--- src/rtl/seq_det_pkg.sv ---
// Shared types and helpers for the serial pattern detector.
package seq_det_pkg;

  typedef enum logic [1:0] {
    IDLE  = 2'd0,
    FILL  = 2'd1,
    ARMED = 2'd2
  } state_t;

  localparam int MASK_W = 32;

  function automatic int len_width(input int max_len);
    return $clog2(max_len + 1);
  endfunction

  // Low len bits set; patterns are limited to MASK_W bits.
  function automatic logic [MASK_W-1:0] mask(input int unsigned len);
    if (len >= MASK_W) return '1;
    return (MASK_W'(1) << len) - MASK_W'(1);
  endfunction

endpackage

--- src/rtl/sat_counter.sv ---
// Saturating event counter with synchronous clear (clear wins over increment).
module sat_counter #(
  parameter int CNT_W = 16
) (
  input  logic             clk,
  input  logic             rst_n,
  input  logic             inc,
  input  logic             clr,
  output logic [CNT_W-1:0] q
);

  always_ff @(posedge clk or negedge rst_n) begin
    if (!rst_n) begin
      q <= '0;
    end else if (clr) begin
      q <= '0;
    end else if (inc && (q != '1)) begin
      q <= q + CNT_W'(1);
    end
  end

endmodule

--- src/rtl/seq_pattern_detector.sv ---
// Serial detector for a runtime-programmable bit pattern with overlap control
// and a saturating match counter.
//
// state | meaning
// IDLE  | en low; history and fill cleared
// FILL  | collecting the first len-1 bits of a fresh window
// ARMED | every accepted bit is compared against the pattern
module seq_pattern_detector
  import seq_det_pkg::*;
#(
  parameter int                 MAX_LEN     = 8,
  parameter int                 CNT_W       = 16,
  parameter logic [MAX_LEN-1:0] RST_PATTERN = 8'b0000_0011,
  parameter int                 RST_LEN     = 2,
  localparam int                LEN_W       = len_width(MAX_LEN)
) (
  input  logic               clk,
  input  logic               rst_n,
  input  logic               en,
  input  logic               in_valid,
  input  logic               in_bit,
  input  logic               cfg_we,
  input  logic [MAX_LEN-1:0] cfg_pattern,
  input  logic [LEN_W-1:0]   cfg_len,
  input  logic               cfg_overlap,
  input  logic               cnt_clr,
  output logic               match,
  output logic [CNT_W-1:0]   match_cnt,
  output logic               cfg_err,
  output logic               busy
);

  state_t             state_q, state_d;
  logic [MAX_LEN-1:0] pattern_q, pattern_d;
  logic [LEN_W-1:0]   len_q, len_d;
  logic               overlap_q, overlap_d;
  logic [MAX_LEN-1:0] hist_q, hist_d;
  logic [LEN_W-1:0]   fill_q, fill_d;
  logic               match_d, cfg_err_d;

  logic [MASK_W-1:0]  mask_w;
  logic [MAX_LEN-1:0] hist_shift;
  logic [LEN_W-1:0]   fill_eff;
  logic               cfg_ok, accept, hit, window_full;

  assign mask_w      = mask(32'(len_q));
  assign hist_shift  = {hist_q[MAX_LEN-2:0], in_bit};
  assign hit         = ((hist_shift ^ pattern_q) & mask_w[MAX_LEN-1:0]) == '0;
  assign cfg_ok      = (cfg_len != '0) && (cfg_len <= LEN_W'(MAX_LEN));
  assign accept      = in_valid & en & ~cfg_we;
  // Entering from IDLE counts as a fresh window, so the first bit is fill 0.
  assign fill_eff    = (state_q == IDLE) ? '0 : fill_q;
  assign window_full = (state_q == ARMED) || (fill_eff == len_q - LEN_W'(1));

  always_ff @(posedge clk or negedge rst_n) begin
    if (!rst_n) begin
      state_q   <= IDLE;
      pattern_q <= RST_PATTERN;
      len_q     <= LEN_W'(RST_LEN);
      overlap_q <= 1'b1;
      hist_q    <= '0;
      fill_q    <= '0;
      match     <= 1'b0;
      cfg_err   <= 1'b0;
    end else begin
      state_q   <= state_d;
      pattern_q <= pattern_d;
      len_q     <= len_d;
      overlap_q <= overlap_d;
      hist_q    <= hist_d;
      fill_q    <= fill_d;
      match     <= match_d;
      cfg_err   <= cfg_err_d;
    end
  end

  always_comb begin
    state_d   = state_q;
    pattern_d = pattern_q;
    len_d     = len_q;
    overlap_d = overlap_q;
    hist_d    = hist_q;
    fill_d    = fill_q;
    match_d   = 1'b0;
    cfg_err_d = 1'b0;
    if (cfg_we && cfg_ok) begin
      pattern_d = cfg_pattern;
      len_d     = cfg_len;
      overlap_d = cfg_overlap;
      hist_d    = '0;
      fill_d    = '0;
      state_d   = en ? FILL : IDLE;
    end else begin
      cfg_err_d = cfg_we;
      if (!en) begin
        state_d = IDLE;
        hist_d  = '0;
        fill_d  = '0;
      end else begin
        if (state_q == IDLE) begin
          state_d = FILL;
          fill_d  = '0;
        end
        if (accept) begin
          hist_d = hist_shift;
          if (window_full) begin
            match_d = hit;
            if (hit && !overlap_q) begin
              state_d = FILL;
              fill_d  = '0;
            end else begin
              state_d = ARMED;
            end
          end else begin
            state_d = FILL;
            fill_d  = fill_eff + LEN_W'(1);
          end
        end
      end
    end
  end

  always_comb begin
    busy = (state_q != IDLE);
  end

  sat_counter #(
    .CNT_W(CNT_W)
  ) u_cnt (
    .clk  (clk),
    .rst_n(rst_n),
    .inc  (match_d),
    .clr  (cnt_clr),
    .q    (match_cnt)
  );

endmodule
--- config.mk ---
export PLATFORM = sky130hd
export DESIGN_NAME = seq_pattern_detector
export DESIGN_NICKNAME = d
export VERILOG_FILES = /design/src/rtl/seq_det_pkg.sv /design/src/rtl/sat_counter.sv /design/src/rtl/seq_pattern_detector.sv
export SDC_FILE = /design/constraint.sdc
export NUM_CORES = 1
export LEC_CHECK = 0
export ABC_AREA = 1
export CAP_MARGIN = 15
export CORE_ASPECT_RATIO = 2
export CORE_MARGIN = 2
export CORE_UTILIZATION = 55
export CTS_BUF_LIST = sky130_fd_sc_hd__clkbuf_16
export DETAILED_ROUTE_END_ITERATION = 16
export PLACE_DENSITY = 0.78
export SLEW_MARGIN = 0
export SYNTH_ARGS = -nofsm -noshare
export SYNTH_HDL_FRONTEND = slang
export SYNTH_HIERARCHICAL = 1
export SYNTH_SLANG_ARGS = --single-unit
--- constraint.sdc ---
create_clock -name clk -period 3.38 [get_ports clk]
set_clock_uncertainty 0.05 [all_clocks]
set_input_delay 0.845 -clock clk [delete_from_list [all_inputs] [get_ports clk]]
set_output_delay 0.845 -clock clk [all_outputs]
set_load 0.02 [all_outputs]
; ---- After elaboration in Yosys (flattened, before gate mapping)
; Cells that the tools add are included.
[word_totals]
ff_bits = 44
input_bits = 20
output_inout_bits = 19
wordCells = 59
[op_classes]
n_addsub = 4
n_lt_le_gt_ge = 1
eq_ne = 5
n_shift = 1
muxes = 23
bitwise_logic = 5
reduce_logical = 11
[op_table]
columns = op, n
row1 = 16-bit two-way mux, 2
row2 = 4-bit two-way mux, 6
row3 = 7-bit two-way mux, 3
row4 = "16-bit by 1-bit adder with 16-bit output, second input constant", 1
row5 = "16-bit != test, second input constant", 1
row6 = 2-bit two-way mux, 6
row7 = 8-bit bitwise AND, 1
row8 = 8-bit logical NOT, 1
row9 = "1-bit by 4-bit left shift with 8-bit output, first input constant", 1
row10 = "8-bit by 2-bit subtractor with 8-bit output, second input constant", 1
row11 = 8-bit XOR, 1
row12 = 1-bit two-way mux, 6
row13 = "4-bit by 1-bit adder with 4-bit output, second input constant", 1
row14 = 4-bit equality test, 1
row15 = "4-bit less-or-equal comparator, second input constant", 1
row16 = 1-bit logical AND, 4
row17 = "4-bit by 1-bit != test with 1-bit output, second input constant", 1
row18 = 2-bit nonzero test, 2
row19 = 4-bit nonzero test, 1
row20 = "4-bit by 1-bit subtractor with 4-bit output, second input constant", 1
row21 = "3-bit by 1-bit != test with 1-bit output, second input constant", 1
row22 = 1-bit bitwise AND, 2
row23 = "2-bit equality test, second input constant", 1
row24 = 2-bit logical NOT, 1
row25 = other kinds (3), 3

; ---- Depth between registers and ports, before layout
[logic_depth]
depth_word = 11
depth_mapped = 18

; ---- Cells and area by module
; Netlist, hierarchy kept.
[modules_own_cells]
columns = mod, n_inst, cells_each, area_per_inst_um2
row1 = seq_pattern_detector, 1, 214, 1775.5
row2 = sat_counter, 1, 144, 1037.2

; ---- Worst setup path before layout
; OpenSTA, ideal clock, no wires.
[synth_timing]
path_type = register -> register
from = reg len_q[0]
to = reg u_cnt.q[2]
t_arrival_ps = 2688
t_required_ps = 3264
slack_ps = 576
stages_incl_launch_ff = 16
path_buffers = 1
synth_period_minus_slack_ps = 2804
path_cell_list = dfrtp_1 -> inv_1 -> ha_1 -> nand2_4 -> ha_1 -> a21oi_1 -> o21ai_0 -> nand3_2 -> nor2_2 -> nand3_2 -> nor4_1 -> inv_1 -> nor2_1 -> buf_2 -> nand4_1 -> nand2_1
[synth_via]
elab_chain_cells = 10
word_cells_on_any_way = 13
[synth_lines]
columns = item, line
row1 = "start, declared", seq_pattern_detector.sv:35  ; logic [LEN_W-1:0] len_q, len_d;
row2 = "start signal, assigned", seq_pattern_detector.sv:59  ; len_q <= LEN_W'(RST_LEN);
row3 = "start signal, assigned", seq_pattern_detector.sv:68  ; len_q <= len_d;
row4 = 1-bit by 4-bit left shift with 8-bit output, seq_det_pkg.sv:19  ; return (MASK_W'(1) << len) - MASK_W'(1);
row5 = 8-bit by 2-bit subtractor with 8-bit output, seq_det_pkg.sv:19
row6 = 8-bit bitwise AND, seq_pattern_detector.sv:48  ; assign hit = ((hist_shift ^ pattern_q) & mask_w[MAX_LEN-1:0]) == '0;
row7 = 8-bit logical NOT, seq_pattern_detector.sv:48
row8 = 1-bit two-way mux (*), seq_pattern_detector.sv:106  ; if (window_full) begin
row9 = 1-bit two-way mux (*), seq_pattern_detector.sv:104  ; if (accept) begin
row10 = 1-bit two-way mux (*), seq_pattern_detector.sv:95  ; if (!en) begin
row11 = 1-bit two-way mux (*), seq_pattern_detector.sv:86  ; if (cfg_we && cfg_ok) begin
row12 = via match_d, seq_pattern_detector.sv:39  ; logic match_d, cfg_err_d;
row13 = 1-bit logical AND (*), sat_counter.sv:17  ; end else if (inc && (q != '1)) begin
row14 = 2-bit nonzero test (no line) (*), --
row15 = "end signal, assigned", sat_counter.sv:18  ; q <= q + CNT_W'(1);
row16 = "end, declared", sat_counter.sv:9  ; output logic [CNT_W-1:0] q
; The timed path passes the listed nets; every way through them passes the cells marked *.
; A chain may end at the register's enable or synchronous reset.

; ---- Worst setup path after layout
[layout_timing]
from = reg len_q[0]
to = reg u_cnt.q[4]
; The elaborated chain is that of the path after synthesis.

==> results.yml <==
min_path:
  hold_path_class: "reg -> reg"
  worstHoldEndpoint: "hist_q[6]$_DFFE_PN0P_"
  hold_depth: 2
  holdCritStartpoint: "hist_q[6]$_DFFE_PN0P_"
pwr:
  p_leak_nw: 1.63
  vdd_drop_max_v: 0.000403
  powerDensity_nw_per_um2: 419
logic_synthesis:
  ys_seq_area_share_pct: 39.3
  syn_nets: 386
  synth_seq_cells: 44
  syn_area_per_cell_um2: 7.86
  synth_cell_types: 36
  synth_area_um2: 2810
  yosysWarnings: 6
  syn_inst: 358
timing:
  whs_ns: 0.454
  finalCritPeriodShare_pct: 84.4
  grt_setup_unrepaired: "no"
  tns_ns: 0
  min_period_ns: 2.85
  slew_violations: 0
  max_slew.worst_pin.slew_ns: 0.971
  setup_violations: 0
  fmaxAchievable_mhz: 351
  max_slew_margin_pct: 35.2
  hold_viol_final: 0
detailed_routing:
  antenna_left: 0
  vias_per_cell: 5.50
  post_drt_wl_per_cell_um: 14.9
  vias: 2532
  drc: 0
  dr.pass1.iters: 4
  wl_mm: 6.86
  drtIter0Drc: 44
cts:
  path_clk_slew_ns: 0.07
  clockBufferDepth: 2
  cts.sinks: 44
  htreeDepth: 2
  cts_hold_buf: 0
  postCtsSetupBuffers: 0
  cts_buffers: 5
  tritoncts: "done"
  cts_resized: 0
  cts_root_buffer: "clkbuf_16"
  clock_latency_ns: 0.29
critical_path:
  worst_ep_required_time_ns: 3.50
  crit_start: "len_q[0]$_DFFE_PN0P_"
  r2r_cells: 16
  critPathMaxFanout: 14
  endpoint_kind: "register"
  startpoint_type: "register"
  reg2reg_slack_ns: 0.53
  rr_startpoint: "len_q[0]$_DFFE_PN0P_"
  worstSetupPathType: "reg -> reg"
  crit_arrival_ns: 2.97
  timing.rr.end: "u_cnt/q[4]$_DFFE_PN0P_"
cells_and_area:
  fin_nets: 430
  drive_gt1_share_pct: 15.9
  area_delta_synth_final_pct: 21.2
  nFillCells: 403
  antenna_cells: 0
floorplanning:
  num_io_pins: 39
  die-area_um2: 5740
  die_h_um: 105
  die_w_um: 54.6
  core_area_um2: 4910
  rows: 36
  start_util_pct: 57.3
placed_design:
  place_hpwl_mm: 5.11
  gp_congestion: 0.901
  port_buffers: 38
grt:
  grt_max_degree: 45
  gr-usage-all-layers_pct: 26.5
  gr-total-overflow: 0
  grt_pass1_vias: 2536
  grt_pass1_wl_mm: 11.2
  antenna_found_initial: 0
flow_run:
  maxCapViolCount: 0
outcome:
  status: "finished, final reports clean"
cells in the mapped netlist, drive strengths merged:
cell type / number / share of area (%)
o22ai: 5 / 1.1
nand3: 40 / 8.7
or2: 2 / 0.44
nor2: 33 / 5.6
o21ai: 15 / 3.3
ha: 8 / 3.6
nand4: 11 / 2.4
mux2: 8 / 3.2
nand3b: 1 / 0.27
nor4: 1 / 0.22
xor2: 10 / 3.1
a21boi: 1 / 0.27
dfstp: 4 / 3.7
clkbuf: 1 / 0.13
dfrtp: 40 / 36
o21bai: 2 / 0.53
xnor2: 6 / 1.9
nor3: 1 / 0.18
inv: 45 / 6.1
buf: 4 / 1.4
clkinv: 1 / 0.13
a21oi: 11 / 2.2
nand2: 108 / 16
metrics by stage:
stage | util, % | power [mW] | std cells | cell area [um^2] | setup WS, ns
final | 69.4 | 1.43 | 460 | 3410 | 0.527
after global routing | 69.4 | 1.49 | 460 | 3410 | 0.200
after CTS | 69.4 | 1.44 | 460 | 3410 | 0.508
after detailed placement | 66.1 | 0.885 | 452 | 3250 | 0.475
after global placement | 66.1 | 0.879 | 452 | 3250 | 0.503
after floorplan | - | 0.801 | 358 | 2810 | 0.576
worst max path at each step:
stage,cells after the start,endpoint
6_report,16,u_cnt/q[4]$_DFFE_PN0P_
3_5_place_dp,13,u_cnt/q[4]$_DFFE_PN0P_
4_1_cts,16,u_cnt/q[4]$_DFFE_PN0P_
5_1_grt,15,u_cnt/q[2]$_DFFE_PN0P_
3_3_place_gp,13,u_cnt/q[4]$_DFFE_PN0P_
2_1_floorplan,15,u_cnt/q[2]$_DFFE_PN0P_
registers in the layout, summed over array words and instances (netlist names):
signal,cells
fill_q,4
len_q,4
u_cnt/q,16
cfg_err,1
hist_q,7
match,1
pattern_q,8
state_q,2
overlap_q,1
per-layer routing:
layer | GRT usage, % | vias up | wire, um
met5 | 0 | - | 0
met4 | 15.5 | 0 | 331
met3 | 3.14 | 23 | 195
met2 | 48.0 | 64 | 3870
met1 | 26.4 | 1209 | 2460
li1 | - | 1236 | -
cells by family (layout without fill, tap and decap cells):
family | Yosys count | count (layout) | share of synthesized area, %
fa+ha+maj | 8 | 8 | 3.56
buf+inv | 51 | 96 | 7.78
flops | 44 | 44 | 39.3
mux | 8 | 8 | 3.20
compound gates | 34 | 34 | 7.47
simple gates | 197 | 197 | 33.7
xor+xnor | 16 | 16 | 4.98
layout make-up:
class	instances	area, um^2	share of cell area [%]
multi-input cells	263	1490	43.6
flip-flops and latches	44	1110	32.4
repair buffers	42	405	11.9
inverters	46	175	5.14
clock buffers	5	125	3.67
well taps	57	71.3	2.09
clock inverters	3	38.8	1.14
layout by cell type (no fill, tap or decap):
master,instances
a21boi_0,1
a21oi_1,9
a21oi_2,2
buf_2,1
buf_4,4
bufinv_16,1
clkbuf_16,5
clkdlybuf4s50_1,37
clkinv_1,1
clkinv_2,1
dfrtp_1,40
dfstp_2,4
ha_1,8
inv_1,39
inv_2,6
inv_4,1
mux2_2,8
nand2_1,99
nand2_2,6
nand2_4,3
nand3_1,31
nand3_2,9
nand3b_1,1
nand4_1,11
nor2_1,25
nor2_2,5
nor2_4,3
nor3_1,1
nor4_1,1
o21ai_0,12
o21ai_2,2
o21ai_4,1
o21bai_1,2
o22ai_1,5
or2_2,2
xnor2_1,6
xor2_1,10
where the power goes:
| part | leakage, nW | internal [mW] | total (mW) | switching [mW] |
|---|---|---|---|---|
| Combinational | 0.969 | 0.114 | 0.290 | 0.177 |
| Clock | 0.0850 | 0.345 | 0.552 | 0.207 |
| Sequential | 0.577 | 0.560 | 0.587 | 0.0270 |
critical path: stages, from the launching register on:
cell	delay, ns
dfrtp_1	0.43
inv_1	0.18
ha_1	0.27
nand2_4	0.09
ha_1	0.29
a21oi_1	0.03
o21ai_0	0.19
nand3_2	0.13
nor2_2	0.11
nand3_2	0.08
nor4_1	0.32
buf_4	0.19
o21ai_4	0.06
nand2_4	0.08
inv_4	0.10
nand2_1	0.07
nand2_1	0.06
No activity file was read; power rests on OpenSTA's default activity.
